--- src/rtl/dac_pkg.sv ---
// Shared definitions for the MCP4921 DAC write path: FSM states and frame layout.
package dac_pkg;

  localparam int unsigned FRAME_BITS_DEF = 16;
  localparam int unsigned EDGE_CNT_W     = 5;

  localparam int unsigned AB_POS   = 15;
  localparam int unsigned BUF_POS  = 14;
  localparam int unsigned GA_POS   = 13;
  localparam int unsigned SHDN_POS = 12;

  typedef enum logic [1:0] {
    ST_IDLE  = 2'd0,
    ST_SHIFT = 2'd1,
    ST_TAIL  = 2'd2,
    ST_GAP   = 2'd3
  } dac_state_t;

endpackage

--- src/rtl/dac_writer_sck_tick_gen.sv ---
// Half-period tick generator for the DAC SPI clock: one-cycle tick every CLK_DIV
// clk_dac cycles while not cleared.
module sck_tick_gen #(
  parameter int unsigned CLK_DIV = 1
) (
  input  logic i_clk,
  input  logic i_rst,
  input  logic i_clr,
  output logic o_tick_c
);

  localparam int unsigned CW = (CLK_DIV > 1) ? $clog2(CLK_DIV) : 1;

  logic [CW-1:0] r_cnt;

  assign o_tick_c = !i_clr && (r_cnt == CW'(CLK_DIV - 1));

  always_ff @(posedge i_clk or posedge i_rst) begin
    if (i_rst) begin
      r_cnt <= '0;
    end else if (i_clr || o_tick_c) begin
      r_cnt <= '0;
    end else begin
      r_cnt <= r_cnt + CW'(1);
    end
  end

endmodule

--- src/rtl/dac_writer.sv ---
// SPI write-frame serialiser for an MCP4921 DAC (mode 0,0, MSB first).
// Define LDAC_PULSE_EN to strobe ldac_n low during the post-frame gap; otherwise ldac_n is held 0.
module dac_writer
  import dac_pkg::*;
#(
  parameter int unsigned DATA_BITS  = 12,
  parameter int unsigned FRAME_BITS = FRAME_BITS_DEF,
  parameter int unsigned CLK_DIV    = 1,
  parameter int unsigned BUF_BIT    = 0,
  parameter int unsigned GAIN_1X    = 1
) (
  input  logic                 clk_dac,
  input  logic                 reset,
  input  logic                 start,
  input  logic [DATA_BITS-1:0] datos_dac,
  input  logic                 shutdown,
  output logic                 chip_select,
  output logic                 sck_dac,
  output logic                 sdi_dac,
  output logic                 ldac_n,
  output logic                 busy,
  output logic                 done
);

`ifdef LDAC_PULSE_EN
  localparam logic LDAC_IDLE = 1'b1;
`else
  localparam logic LDAC_IDLE = 1'b0;
`endif

  dac_state_t                r_state, w_state_nxt;
  logic [FRAME_BITS-1:0]     r_shift, w_shift_nxt;
  logic [EDGE_CNT_W-1:0]     r_edge_cnt, w_edge_nxt;
  logic                      r_cs, w_cs_nxt;
  logic                      r_sck, w_sck_nxt;
  logic                      r_sdi, w_sdi_nxt;
  logic                      r_ldac_n, w_ldac_nxt;
  logic                      r_busy, w_busy_nxt;
  logic                      r_done, w_done_nxt;
  logic [FRAME_BITS-1:0]     w_frame;
  logic                      w_tick;
  logic                      w_clr;
  logic                      w_accept;

  assign w_clr = (r_state == ST_IDLE);

  sck_tick_gen #(
    .CLK_DIV (CLK_DIV)
  ) u_tick (
    .i_clk    (clk_dac),
    .i_rst    (reset),
    .i_clr    (w_clr),
    .o_tick_c (w_tick)
  );

  // Command frame: {A/B, BUF, GA_n, SHDN_n, data}
  always_comb begin
    w_frame                 = '0;
    w_frame[DATA_BITS-1:0]  = datos_dac;
    w_frame[AB_POS]         = 1'b0;
    w_frame[BUF_POS]        = 1'(BUF_BIT);
    w_frame[GA_POS]         = 1'(GAIN_1X);
    w_frame[SHDN_POS]       = ~shutdown;
  end

  always_ff @(posedge clk_dac or posedge reset) begin
    if (reset) begin
      r_state <= ST_IDLE;
    end else begin
      r_state <= w_state_nxt;
    end
  end

  always_comb begin
    w_state_nxt = r_state;
    w_shift_nxt = r_shift;
    w_edge_nxt  = r_edge_cnt;
    w_cs_nxt    = r_cs;
    w_sck_nxt   = r_sck;
    w_sdi_nxt   = r_sdi;
    w_ldac_nxt  = r_ldac_n;
    w_busy_nxt  = r_busy;
    w_done_nxt  = 1'b0;
    w_accept    = 1'b0;

    case (r_state)
      ST_IDLE: begin
        w_accept = start;
      end
      ST_SHIFT: begin
        if (w_tick) begin
          if (!r_sck) begin
            w_sck_nxt  = 1'b1;
            w_edge_nxt = r_edge_cnt + EDGE_CNT_W'(1);
          end else begin
            w_sck_nxt = 1'b0;
            if (r_edge_cnt == EDGE_CNT_W'(FRAME_BITS)) begin
              w_state_nxt = ST_TAIL;
            end else begin
              w_shift_nxt = {r_shift[FRAME_BITS-2:0], 1'b0};
              w_sdi_nxt   = r_shift[FRAME_BITS-2];
            end
          end
        end
      end
      ST_TAIL: begin
        if (w_tick) begin
          w_cs_nxt    = 1'b1;
          w_sdi_nxt   = 1'b0;
          w_done_nxt  = 1'b1;
          w_ldac_nxt  = 1'b0;
          w_state_nxt = ST_GAP;
        end
      end
      ST_GAP: begin
        if (w_tick) begin
          w_ldac_nxt = LDAC_IDLE;
          // End of tCSH doubles as an IDLE sample so held start gives back-to-back frames
          if (start) begin
            w_accept = 1'b1;
          end else begin
            w_busy_nxt  = 1'b0;
            w_state_nxt = ST_IDLE;
          end
        end
      end
      default: begin
        w_state_nxt = ST_IDLE;
      end
    endcase

    if (w_accept) begin
      w_shift_nxt = w_frame;
      w_sdi_nxt   = w_frame[FRAME_BITS-1];
      w_edge_nxt  = '0;
      w_sck_nxt   = 1'b0;
      w_cs_nxt    = 1'b0;
      w_busy_nxt  = 1'b1;
      w_state_nxt = ST_SHIFT;
    end
  end

  always_ff @(posedge clk_dac or posedge reset) begin
    if (reset) begin
      r_shift    <= '0;
      r_edge_cnt <= '0;
      r_cs       <= 1'b1;
      r_sck      <= 1'b0;
      r_sdi      <= 1'b0;
      r_ldac_n   <= LDAC_IDLE;
      r_busy     <= 1'b0;
      r_done     <= 1'b0;
    end else begin
      r_shift    <= w_shift_nxt;
      r_edge_cnt <= w_edge_nxt;
      r_cs       <= w_cs_nxt;
      r_sck      <= w_sck_nxt;
      r_sdi      <= w_sdi_nxt;
      r_ldac_n   <= w_ldac_nxt;
      r_busy     <= w_busy_nxt;
      r_done     <= w_done_nxt;
    end
  end

  assign chip_select = r_cs;
  assign sck_dac     = r_sck;
  assign sdi_dac     = r_sdi;
  assign ldac_n      = r_ldac_n;
  assign busy        = r_busy;
  assign done        = r_done;

endmodule

--- config.mk ---
export PLATFORM = sky130hd
export DESIGN_NAME = dac_writer
export DESIGN_NICKNAME = d
export VERILOG_FILES = /design/src/rtl/dac_pkg.sv /design/src/rtl/dac_writer_sck_tick_gen.sv /design/src/rtl/dac_writer.sv
export SDC_FILE = /design/constraint.sdc
export NUM_CORES = 1
export LEC_CHECK = 0
export BUFFER_PORTS_ARGS = -buffer_cell sky130_fd_sc_hd__buf_4
export CELL_PAD_IN_SITES_DETAIL_PLACEMENT = 2
export CELL_PAD_IN_SITES_GLOBAL_PLACEMENT = 2
export CORE_ASPECT_RATIO = 1.4
export CORE_UTILIZATION = 32
export DETAILED_ROUTE_END_ITERATION = 8
export GPL_ROUTABILITY_DRIVEN = 0
export PLACE_DENSITY = 0.73
export SLEW_MARGIN = 5
export SYNTH_ARGS = -nofsm -noshare
export SYNTH_HDL_FRONTEND = slang
export SYNTH_SLANG_ARGS = --single-unit
--- constraint.sdc ---
create_clock -name clk_dac -period 2 [get_ports clk_dac]
set_input_delay 0.4 -clock clk_dac [delete_from_list [all_inputs] [get_ports clk_dac]]
set_output_delay 0.4 -clock clk_dac [all_outputs]
set_load 0.1 [all_outputs]
==> metrics list <==
* Final setup fails: 0
- Across the routed clock network, the largest skew measured is 0.00905 ns.
- The max-slew violation total from the final report came to 0.
- Detailed Route WL: 3860 um
- Global-route wire length before repair: 6210 um
* Share of Yosys cell area claimed by the top area cell type: 0.457
- The cell area that synthesis handed to floorplanning was 1480 um^2.
- The tree built by TritonCTS fans out to 28 sinks.
- Clock-pin slew was measured on the worst setup and hold paths at 0.10 ns.
* Layout overhead on the synthesized area: 22.3%
- Worst IR Drop VDD: 0.553 mV
* Total iterations of the first detailed-routing run: 3
* Routed length per instance: 16.8 um
- Yosys mapped a number of flops with a built-in enable equal to 0.
- Net total in the final layout: 196
* Period utilization: 0.975
- Number of max-capacitance violations reported: 0
- Overflow after GRT: 0
- Number of standard cells in the final layout excluding fillers: 230
- In the routed design, unresolved DRC markers number 0.
- The number of antenna violations at the first check in global routing was 0.
- The final-report hold violation count is 0.
- Distinct cell type count after synthesis: 34
* Std-Cell Rows: 28
* Fmax: 513 MHz
* Number of diodes added for antenna fixing: 0
- Synthesized instance count: 142
- The cell sitting at the root of the clock tree is a sky130_fd_sc_hd__clkbuf_8.
- TritonCTS built the clock tree.
- The detailed router placed 1160 vias in this run.
* Die width: 59.5 um
* Area of the core: 4340 um^2
- Highest net fanout along the worst path: 8
- Pin count of the biggest net entering global routing: 29
* Power density over the cells: 1620 nW/um^2
- For this run, the register share of the synthesized area comes to 0.475.
* IO Count: 22
- Type of the worst setup path: reg2reg
- Dominant synthesized flop cell: sky130_fd_sc_hd__dfrtp_1
* Cell count after placement: 222
- Most common library cells after synthesis: sky130_fd_sc_hd__dfrtp_1 (27), sky130_fd_sc_hd__mux2i_1 (16), sky130_fd_sc_hd__nand2_1 (16)
- Summed over all nets, the half-perimeter wirelength after detailed placement is 2640 um.
* Count of input and output buffers: 20
- Initial cell density of the core: 0.340
* Setup slack after layout: 0.0495 ns
- Total Power: 0.00293 W
- Global-route total usage across every layer: 0.177
- The worst setup path is launched from a flop.
* Class of the most critical hold timing path: in2async
- Placement-stage cell area: 1700 um^2
- Timing analysis after detailed placement gives a worst setup slack of -0.0322 ns.
* Leakage power figure: 0.916 nW
- Final ANT Viol Nets: 0
- Dominant cell type by area after synthesis: sky130_fd_sc_hd__dfrtp_1
* Clk Latency, worst-skew pair: 0.29 ns
- CTS Buf Count: 3
- RSZ-0062 raised after global routing: yes
- For the worst setup path, the data required time is 2.20 ns.
* Flip-flop and latch count after synthesis: 28
* Yosys Warn Count: 0
- After detailed routing, the number of vias per cell comes to 5.04.
- The finished cells cover 1810 um^2.
- Leading post-synthesis cells by cell area: sky130_fd_sc_hd__dfrtp_1 (46%), sky130_fd_sc_hd__mux2i_1 (11%), sky130_fd_sc_hd__ha_1 (7.6%)
- The clock passes through at most 2 buffers.
- In the final layout, the share of cells above drive strength 1 is 0.265.
- The detailed router finished its first iteration with 11 violations.
- The number of global-route vias before repair is 1256.
- Async S/R FF share, synth: 1.00
- After routing, the total negative slack on setup checks comes to 0 ns.
- The most common cell in the synthesized netlist is sky130_fd_sc_hd__dfrtp_1.
- The flow ran to the end, and the final reports show no timing, DRC or antenna violations.
* H-tree depth reported by CTS: 1
- STA classifies the critical path endpoint as a flop.
* Synth Area per Inst: 10.4 um^2
- The floorplan step defined a die boundary enclosing 4900 um^2.
- The die is 82.4 um tall.
- Arrival time worst endpoint: 2.15 ns
* Clock period minus worst slack: 1.95 ns
-- timing repair --
| item | 4_1_cts | 5_1_grt |
|---|---|---|
| endpoints found under the setup margin | 5 | 14 |
| cloned | 1 | 0 |
| gates resized for setup | 3 | 6 |
| hold buffers | 0 | 0 |
| setup buffers | 0 | 3 |
| pin swaps | 1 | 2 |
-- metrics by stage --
| step | hold slack [ns] | utilization |
|---|---|---|
| 2_1_floorplan | 0.465 | - |
| 3_3_place_gp | 0.480 | 0.392 |
| 3_5_place_dp | 0.486 | 0.392 |
| 4_1_cts | 0.187 | 0.408 |
| 5_1_grt | 0.218 | 0.416 |
| 6_report | 0.177 | 0.416 |
-- cell usage in the layout, fill, tap and decap left out, drive strengths merged, types with 4 or more instances in the layout --
cell    instances
buf            30
dfrtp          27
nand2          16
mux2i          16
o21ai          13
nor2           12
ha              9
inv             6
clkbuf          4
-- logic make-up (layout without fill, tap and decap cells) --
logic type / after synthesis / after routing / share of synthesized area
simple gates: 41 / 42 / 0.138
compound gates: 29 / 29 / 0.122
flops: 28 / 28 / 0.475
mux: 16 / 16 / 0.108
buf+inv: 14 / 40 / 0.0550
fa+ha+maj: 9 / 9 / 0.0761
xor+xnor: 4 / 4 / 0.0237
other cells: 1 / 2 / 0.00254
-- final cells by class --
class / instances / area (um^2)
flip-flops and latches: 28 / 704
inverters: 6 / 22.5
multi-input cells: 102 / 726
clock buffers: 4 / 55.1
repair buffers: 30 / 225
fillers: 511 / 2540
well taps: 60 / 75.1
-- layer usage --
layer	wire [um]	up-vias	track usage
met5	0	-	0
met4	74	0	0.0857
met3	77	5	0.0218
met2	2200	17	0.327
met1	1500	596	0.197
li1	-	542	-
-- path summary, 6_finish.rpt --
path | from | to | slack, ns | cells past startpoint
max in group asynchronous | reset | chip_select | 1.51 | 3
hold / removal | reset | r_shift[0] | 0.18 | 3
hold reg to reg | r_shift[12] | r_shift[13] | 0.52 | 2
setup / recovery | r_edge_cnt[1] | r_shift[5] | 0.05 | 6
setup reg to reg | r_edge_cnt[1] | r_shift[5] | 0.05 | 6
min in group clk_dac | shutdown | r_shift[12] | 0.27 | 2
-- flip-flops by register name, summed over array words and instances, names as in the netlist --
register	cells
r_edge_cnt	5
sdi_dac	1
sck_dac	1
r_shift	15
busy	1
u_tick.r_cnt	1
done	1
chip_select	1
r_state	2
-- critical path, stage by stage (launching register included) --
cell                       delay [ns]
sky130_fd_sc_hd__dfrtp_1         0.44
sky130_fd_sc_hd__inv_2           0.08
sky130_fd_sc_hd__ha_4            0.16
sky130_fd_sc_hd__and4bb_2        0.25
sky130_fd_sc_hd__or4_4           0.60
sky130_fd_sc_hd__mux2i_1         0.16
sky130_fd_sc_hd__o21ai_0         0.17
-- where the power goes --
part	total, W	internal [W]	switching [W]
registers	0.00102	0.000831	0.000184
logic	0.00155	0.000596	0.000956
clock network	0.000362	0.000177	0.000185
No activity file was read; power rests on OpenSTA's default activity.
